`src/rtl/pipelined_cell_mesh.sv`:
```
// DEPTH-stage pipelined mesh of 2x2 routing cells with a fixed one-lane rotation between stages.
// Each accepted beat carries the config snapshot taken at acceptance through the pipe.
module pipelined_cell_mesh #(
   parameter int NUM_PAIRS = 6,
   parameter int DEPTH     = 4,
   parameter int DATA_W    = 8
) (
   input  logic                              clk,
   input  logic                              rst_n,
   input  logic                              flush,
   input  logic                              cfg_we,
   input  logic [2*NUM_PAIRS*DEPTH-1:0]      cfg_mode,
   input  logic                              in_valid,
   output logic                              in_ready,
   input  logic [2*NUM_PAIRS*DATA_W-1:0]     in_data,
   output logic                              out_valid,
   input  logic                              out_ready,
   output logic [2*NUM_PAIRS*DATA_W-1:0]     out_data,
   output logic [$clog2(DEPTH+1)-1:0]        occupancy
);

   localparam int LANES   = 2 * NUM_PAIRS;
   localparam int LW      = LANES * DATA_W;
   localparam int PAIR_CW = 2 * NUM_PAIRS;
   localparam int CW      = PAIR_CW * DEPTH;
   localparam int OCC_W   = $clog2(DEPTH + 1);

   logic [CW-1:0]    cfg_reg;
   logic [DEPTH-1:0] valid_q;
   logic [DEPTH-1:0] up_valid;
   logic [DEPTH:0]   stage_ready;
   logic [OCC_W-1:0] occ_sum;

   always_ff @(posedge clk or negedge rst_n) begin
      if (!rst_n) begin
         cfg_reg <= '0;
      end else if (cfg_we) begin
         cfg_reg <= cfg_mode;
      end
   end

   always_comb begin
      stage_ready[DEPTH] = out_ready;
      for (int k = DEPTH - 1; k >= 0; k--) begin
         stage_ready[k] = !valid_q[k] || stage_ready[k+1];
      end
   end

   always_comb begin
      up_valid[0] = in_valid;
      for (int k = 1; k < DEPTH; k++) begin
         up_valid[k] = valid_q[k-1];
      end
   end

   // flush wins over acceptance: a beat offered in the flush cycle never lands
   always_ff @(posedge clk or negedge rst_n) begin
      if (!rst_n) begin
         valid_q <= '0;
      end else if (flush) begin
         valid_q <= '0;
      end else begin
         for (int k = 0; k < DEPTH; k++) begin
            if (stage_ready[k]) begin
               valid_q[k] <= up_valid[k];
            end
         end
      end
   end

   always_comb begin
      occ_sum = '0;
      for (int k = 0; k < DEPTH; k++) begin
         occ_sum = occ_sum + OCC_W'(valid_q[k]);
      end
   end

   for (genvar s = 0; s < DEPTH; s++) begin : g_stage
      // cfg_in holds the fields of this stage and all later ones; own field sits at the LSBs
      localparam int CIN_W = PAIR_CW * (DEPTH - s);
      logic [LW-1:0]    stage_in;
      logic [LW-1:0]    stage_out;
      logic [LW-1:0]    data_q;
      logic [CIN_W-1:0] cfg_in;
      logic             load;

      if (s == 0) begin : g_head
         assign stage_in = in_data;
         assign cfg_in   = cfg_reg;
      end else begin : g_link
         assign stage_in = {g_stage[s-1].data_q[LW-DATA_W-1:0], g_stage[s-1].data_q[LW-1 -: DATA_W]};
         assign cfg_in   = g_stage[s-1].g_carry.cfg_q;
      end

      for (genvar p = 0; p < NUM_PAIRS; p++) begin : g_cell
         logic [1:0]        mode;
         logic [DATA_W-1:0] i1, i2, o1, o2;
         assign mode = cfg_in[2*p +: 2];
         assign i1   = stage_in[(2*p)*DATA_W +: DATA_W];
         assign i2   = stage_in[(2*p+1)*DATA_W +: DATA_W];
         always_comb begin
            o1 = i1;
            o2 = i2;
            case (mode)
               2'b00: begin o1 = i1; o2 = i2; end
               2'b01: begin o1 = i2; o2 = i1; end
               2'b10: begin o1 = i1; o2 = i1; end
               2'b11: begin o1 = i2; o2 = i2; end
               default: begin o1 = i1; o2 = i2; end
            endcase
         end
         assign stage_out[(2*p)*DATA_W +: DATA_W]   = o1;
         assign stage_out[(2*p+1)*DATA_W +: DATA_W] = o2;
      end

      assign load = stage_ready[s] && up_valid[s];

      always_ff @(posedge clk) begin
         if (load) begin
            data_q <= stage_out;
         end
      end

      if (s < DEPTH - 1) begin : g_carry
         logic [CIN_W-PAIR_CW-1:0] cfg_q;
         always_ff @(posedge clk) begin
            if (load) begin
               cfg_q <= cfg_in[CIN_W-1:PAIR_CW];
            end
         end
      end
   end

   assign in_ready  = stage_ready[0];
   assign out_valid = valid_q[DEPTH-1];
   assign out_data  = g_stage[DEPTH-1].data_q;
   assign occupancy = occ_sum;

endmodule

```
`config.mk`:
```
export PLATFORM = sky130hd
export DESIGN_NAME = pipelined_cell_mesh
export DESIGN_NICKNAME = d
export VERILOG_FILES = /design/src/rtl/pipelined_cell_mesh.sv
export SDC_FILE = /design/constraint.sdc
export NUM_CORES = 1
export LEC_CHECK = 0
export ABC_AREA = 1
export BUFFER_PORTS_ARGS = -buffer_cell sky130_fd_sc_hd__buf_2
export CAP_MARGIN = 15
export CORE_MARGIN = 8
export CORE_UTILIZATION = 35
export DETAILED_ROUTE_END_ITERATION = 8
export PLACE_DENSITY = 0.55
export SETUP_SLACK_MARGIN = 0.5
export SLEW_MARGIN = 10
export SYNTH_ARGS = -nofsm -noshare
export SYNTH_HDL_FRONTEND = slang
export SYNTH_SLANG_ARGS = --single-unit
```
`constraint.sdc`:
```
create_clock -name clk -period 15.1 [get_ports clk]
set_input_delay 1.51 -clock clk [delete_from_list [all_inputs] [get_ports clk]]
set_output_delay 1.51 -clock clk [all_outputs]
set_load 0.005 [all_outputs]
```
==> flow_metrics.py, run 1 <==
metrics = {
    "cts": {
        "cts_tree": "yes",
        "ctsHoldBuffers": 0,
        "root_buffer": "clkbuf_16",
        "clock_path_buffers": 3,
        "clk_pin_slew_ps": 70,
        "cts_sinks": 508,
        "post_cts_buffers": 0,
        "post_cts_resized": 0,
        "cts_inserted_buffers": 51,
        "worstSkewPairLatency_ps": 600,
        "htreeDepth": 2,
    },
    "synthesis": {
        "synthTopCellsByArea": "edfxtp_1 (64%), dfrtp_1 (6.1%), o21ai_0 (4.9%)",
        "ys_types": 20,
        "syn-num-nets": 1902,
        "synthSimpleGateAreaFrac": 0.08354,
        "synth-edff-count": 456,
        "synth_compound_area_frac": 0.09274,
        "synthAdderAreaFrac": 0.03040,
        "netlist_area_um2": 21240,
        "synth.largest_area_cell": "edfxtp_1",
        "synthMuxAreaShare": 0.02899,
        "postSynthCellCount": 1701,
        "ys_ff_latch": 508,
        "synth-xor-area-share": 0,
        "yosys_warnings": 0,
        "synth_top_family_by_area": "compound AO/OA/AOI/OAI gates",
        "synth_area_per_cell_um2": 12.48,
        "async_reset_ff_frac": 0.1024,
        "synth_flop_cell": "edfxtp_1",
        "ys_seq_area_frac": 0.7061,
        "synth_top_cell_area_share": 0.6448,
    },
    "floorplanning": {
        "coreArea_um2": 60130,
        "die-area_um2": 68810,
        "io_pins": 251,
        "start_util": 0.3532,
        "row_count": 90,
        "die_y_um": 262.3,
        "die_x_um": 262.3,
    },
    "route": {
        "vias_per_cell": 4.614,
        "wl_per_cell_um": 18.74,
        "dr_wl_met3_mm": 2.821,
        "vias": 12840,
        "drc": 0,
        "top_layer": "met5",
        "wl_met1_mm": 24.36,
        "routed_wl_mm": 52.17,
        "met2WireLength_mm": 24.07,
        "dr.pass1.iters": 5,
        "ant_nets": 0,
        "drt_iter0_drc": 943,
    },
    "finish": {
        "area_delta_synth_final_pct": 17.42,
        "post_route_cells_drive_above_1_share": 0.2067,
        "largest_reg_flops": 288,
        "fin_util": 0.4147,
        "largest-register": "g_stage.data_q",
        "fin_nets": 2157,
        "final_cell_mix": "edfxtp_1 (456), buf_2 (249), inv_1 (224)",
        "instances_no_fill": 2783,
        "fillers": 5638,
        "final_common_cell": "edfxtp_1",
    },
    "setup_path": {
        "crit_type": "flop to primary output",
        "cp-end-kind": "primary output",
        "setup.worst_path.start_class": "flop",
        "path_depth": 6,
        "worstPathRequired_ps": 13590,
        "r2r_cells": 5,
        "worst-path-buf-inv": 3,
        "slowest_delay_ps": 520,
        "path_cells": "inv_1, fa_1, inv_1, ha_1, ha_1, buf_2",
        "arrival_ps": 2300,
        "cp_max_fo": 5,
        "cp_top_family": "adder cells",
        "critical_path.slowest_cell": "fa_1",
    },
    "sta": {
        "min_period_over_period": 0.2524,
        "whs_ps": 397.3,
        "setup_viol_count_final": 0,
        "rsz0062_at_grt": "no",
        "max_slew_margin": 0.2941,
        "tns_ps": 0,
        "fin_crit_ps": 3811,
        "fin_worst_skew_ps": 27.36,
        "slew_viol_final": 0,
        "finalHoldViolCount": 0,
        "fmax_mhz": 262.4,
        "worstMarginPinSlew_ps": 1059,
    },
    "power_and_ir_drop": {
        "p_leak_nw": 10.15,
        "p_per_area_nw_per_um2": 134.3,
        "vdd_drop_max_mv": 0.07388,
    },
    "job": {
        "maxCapViolations": 0,
    },
    "hold_path": {
        "hp-class": "flop to flop",
        "hold_path_depth": 0,
    },
    "placed_design": {
        "port_buffers": 250,
        "dpl.hpwl_mm": 40.00,
        "gp_congestion": 0.8421,
        "dp.cells": 2685,
    },
    "global_route": {
        "grt_usage": 0.1467,
        "gr-total-overflow": 0,
        "grt_pass1_vias": 12720,
        "antenna_found_initial": 5,
        "grt_max_degree": 84,
        "grt_pass1_wl_mm": 77.70,
    },
    "run_status": {
        "status": "finished clean",
    },
}
==> worst paths after layout <==
kind,start,to,slack [ps]
min,g_stage[1].g_carry.cfg_q[16],g_stage[2].g_carry.cfg_q[4],400
max reg2reg,valid_q[2],g_stage[0].data_q[27],12340
max in group asynchronous,rst_n,cfg_reg[3],13430
max,valid_q[0],occupancy[1],11290
min in group asynchronous,rst_n,cfg_reg[45],1070
min reg2reg,g_stage[1].g_carry.cfg_q[16],g_stage[2].g_carry.cfg_q[4],400
==> worst reg2reg max path: cells and delay by family, from the launching register on <==
family,cells,cell delay [ps]
AOI/OAI and AO/OA,1,130
buffers and inverters,2,1540
DFF,1,430
and+or+nand+nor,2,260
==> synth_stat cells, types with 3 or more instances <==
library cell	instances
ha_1	50
a21oi_1	186
buf_4	23
edfxtp_1	456
inv_1	226
buf_2	26
mux2_4	38
buf_12	3
nand2_1	211
o21ai_0	206
nor2_4	22
nor2_1	190
dfrtp_1	52
mux2_2	4
nand3_1	3
==> where the power goes <==
part	switching, mW	total (mW)	internal, mW
sequential	0.0459	1.71	1.66
combinational	0.216	0.322	0.106
clock	0.542	1.32	0.778
==> per-stage QoR <==
step	cell area, um2	setup WS, ps	total power [mW]
after detailed placement	23150	11120	2.063
final	24940	11290	3.349
after global placement	23150	11180	2.057
after floorplan	21240	3138	1.935
after CTS	24930	11250	3.388
after global routing	24930	11180	3.477
==> per-layer routing <==
layer | track usage | vias up
met5 | 0 | -
met4 | 0.03622 | 2
met3 | 0.03124 | 68
met2 | 0.2373 | 320
met1 | 0.2001 | 6122
li1 | - | 6330
==> kinds of logic (layout without fill, tap and decap cells) <==
| logic type | Yosys count | after routing |
|---|---|---|
| AO/OA/AOI/OAI | 393 | 393 |
| adder cells (fa/ha/maj) | 51 | 51 |
| buffers and inverters | 280 | 577 |
| flip-flops | 508 | 508 |
| multiplexers | 42 | 42 |
| other | 0 | 3 |
| AND/OR/NAND/NOR | 427 | 427 |
==> final cells by class <==
cell class,instances,area (um2),share of cell area
Timing Repair Buffer,256,1299,0.05209
Clock buffer,60,1381,0.05540
Clock inverter,35,397.9,0.01596
Sequential cell,508,14990,0.6013
Inverter,226,853.3,0.03422
Tap cell,782,978.4,0.03924
Antenna cell,3,7.507,0.0003011
Multi-Input combinational cell,913,5024,0.2015
(Power assumes the default switching activity.)
==> run 2: changes to the inputs <==
- clock period: 15.1 -> 3.8 ns (I/O delays scaled with it)
==> run 2 against run 1 <==
  * Non-clock buffer count increased by 39
  * Power grew to 3.9 times the previous value
  * Worst setup slack got worse by 10000 ps
  * Sequential power grew to 4.0 times the previous value
  * Clock skew is 13 ps lower
  * Final cell count increased by 1.3%
  * Clock power grew to 3.7 times the previous value
  * Flip-flop and latch count unchanged
  * Largest cell class unchanged
==> flow_metrics.py, run 2 (synthesis results as in run 1) <==
metrics = {
    "run_status": {
        "status": "finished clean",
    },
    "setup_path": {
        "worstPathRequired_ps": 3420,
        "cp_max_fo": 5,
        "path_cells": "inv_1, fa_1, inv_1, ha_1, ha_1, buf_2",
        "r2r-end": "g_stage[1].g_carry.cfg_q[5]",
        "cp_top_family": "adder cells",
        "critical_path.slowest_cell": "fa_1",
        "cp-end-kind": "primary output",
        "worst-path-buf-inv": 3,
        "crit_type": "flop to primary output",
        "r2r_cells": 7,
        "reg2reg_setup_slack_ps": 1200,
        "timing.rr.start": "valid_q[3]",
        "setup.worst_path.start_class": "flop",
        "slowest_delay_ps": 520,
        "arrival_ps": 2270,
    },
    "route": {
        "routed_wl_mm": 51.66,
        "vias_per_cell": 4.570,
        "drt_iter0_drc": 992,
        "vias": 12880,
        "ant_nets": 0,
        "dr.pass1.iters": 6,
        "drc": 0,
        "wl_per_cell_um": 18.33,
    },
    "sta": {
        "min_period_over_period": 0.6971,
        "whs_ps": 33.45,
        "finalHoldViolCount": 0,
        "fin_worst_skew_ps": 14.47,
        "fin_crit_ps": 2649,
        "slew_viol_final": 0,
        "rsz0062_at_grt": "no",
        "worstMarginPinSlew_ps": 957.8,
        "fmax_mhz": 377.5,
        "max_slew_margin": 0.3615,
        "layout_setup_ws_ps": 1151,
        "setup_viol_count_final": 0,
        "tns_ps": 0,
    },
    "global_route": {
        "grt_pass1_vias": 12890,
        "grt_max_degree": 67,
        "gr-total-overflow": 0,
        "grt_pass1_wl_mm": 77.42,
        "grt_usage": 0.1453,
        "antenna_found_initial": 6,
    },
    "finish": {
        "largest_reg_flops": 288,
        "final_common_cell": "edfxtp_1",
        "post_route_cells_drive_above_1_share": 0.2007,
        "largest-register": "g_stage.data_q",
        "fin_util": 0.4187,
        "final_cell_mix": "edfxtp_1 (456), buf_2 (249), inv_1 (224)",
        "fin_nets": 2197,
        "area_delta_synth_final_pct": 18.56,
    },
    "cts": {
        "cts_tree": "yes",
        "post_cts_buffers": 0,
        "worstSkewPairLatency_ps": 590,
        "root_buffer": "clkbuf_16",
        "post_cts_resized": 0,
        "cts_inserted_buffers": 52,
        "htreeDepth": 2,
        "cts_sinks": 508,
        "clk_pin_slew_ps": 60,
        "clock_path_buffers": 3,
    },
    "placed_design": {
        "post-place-ws_ps": 1195,
        "gp_congestion": 0.8377,
        "dpl.hpwl_mm": 40.46,
        "port_buffers": 250,
    },
    "power_and_ir_drop": {
        "power_mw": 12.93,
        "p_int_mw": 9.831,
        "p_sw_mw": 3.095,
        "p_per_area_nw_per_um2": 513.4,
        "swShare": 0.2394,
        "clkPwrFrac": 0.374,
        "p_leak_nw": 10.25,
        "seqPwrFrac": 0.525,
        "vdd_drop_max_mv": 0.3154,
        "p_comb_frac": 0.101,
    },
    "floorplanning": {
        "start_util": 0.3532,
        "coreArea_um2": 60130,
        "die_y_um": 262.3,
        "die-area_um2": 68810,
        "row_count": 90,
        "die_x_um": 262.3,
        "io_pins": 251,
    },
    "hold_path": {
        "min-delay-start": "cfg_mode[33]",
        "hp-class": "input port to flop",
        "hold_path_depth": 2,
        "min_to": "cfg_reg[33]",
    },
    "job": {
        "maxCapViolations": 0,
    },
}
## run 2: what timing repair did
item | CTS | global route
hold endpoints to repair | 55 | 0
setup endpoints to repair | 0 | 0
hold buffers | 28 | 0
## run 2: stage by stage
step	cells	cell area, um2
after global placement	2696	23290
after global routing	2816	25170
final	2818	25180
after detailed placement	2696	23290
after CTS	2815	25170
after floorplan	1701	21260
## run 2: layer usage
metal / share of wire / global-route usage / vias to the layer above
met2: 0.45 / 0.2320 / 325
met1: 0.48 / 0.2000 / 6080
li1: - / - / 6407
met3: 0.052 / 0.03293 / 61
met4: 0.018 / 0.03517 / 6
met5: 0.00066 / 0 / -
## run 2: worst reg2reg max path, cell delays in order, from the launching register on
cell	delay, ps
dfrtp_1	380
inv_1	100
nor2_1	100
nand3_1	110
nand2_1	90
clkinvlp_4	70
buf_4	630
buf_4	720
## run 2: how the worst max path moves through the flow
stage / start / to / cells after the start / slack, ps
5_1_grt: valid_q[3] / g_stage[1].g_carry.cfg_q[5] / 7 / 970
3_3_place_gp: valid_q[3] / g_stage[1].g_carry.cfg_q[4] / 7 / 1160
2_1_floorplan: valid_q[2] / g_stage[0].data_q[0] / 3 / 560
4_1_cts: valid_q[0] / occupancy[1] / 6 / 1110
3_5_place_dp: valid_q[3] / g_stage[1].g_carry.cfg_q[5] / 7 / 1190
6_report: valid_q[0] / occupancy[1] / 6 / 1150
## run 2: area by class of cell
class / instances / area [um2]
fill: 5665 / 34950
multi-input combinational: 913 / 5024
clock inverter: 28 / 254.0
antenna: 3 / 7.507
tap: 782 / 978.4
timing repair buffer: 295 / 1724
clock buffer: 63 / 1343
inverter: 226 / 854.6
sequential: 508 / 14990
## run 2: power groups by stage
stage               Sequential [mW]  Combinational (mW)  Clock, mW
CTS                            6.80                1.32       4.95
detailed placement             6.91                1.29          0
global placement               6.91                1.28          0
floorplan                      6.82               0.844          0
global route                   6.83                1.46       5.16
finish                         6.79                1.31       4.83
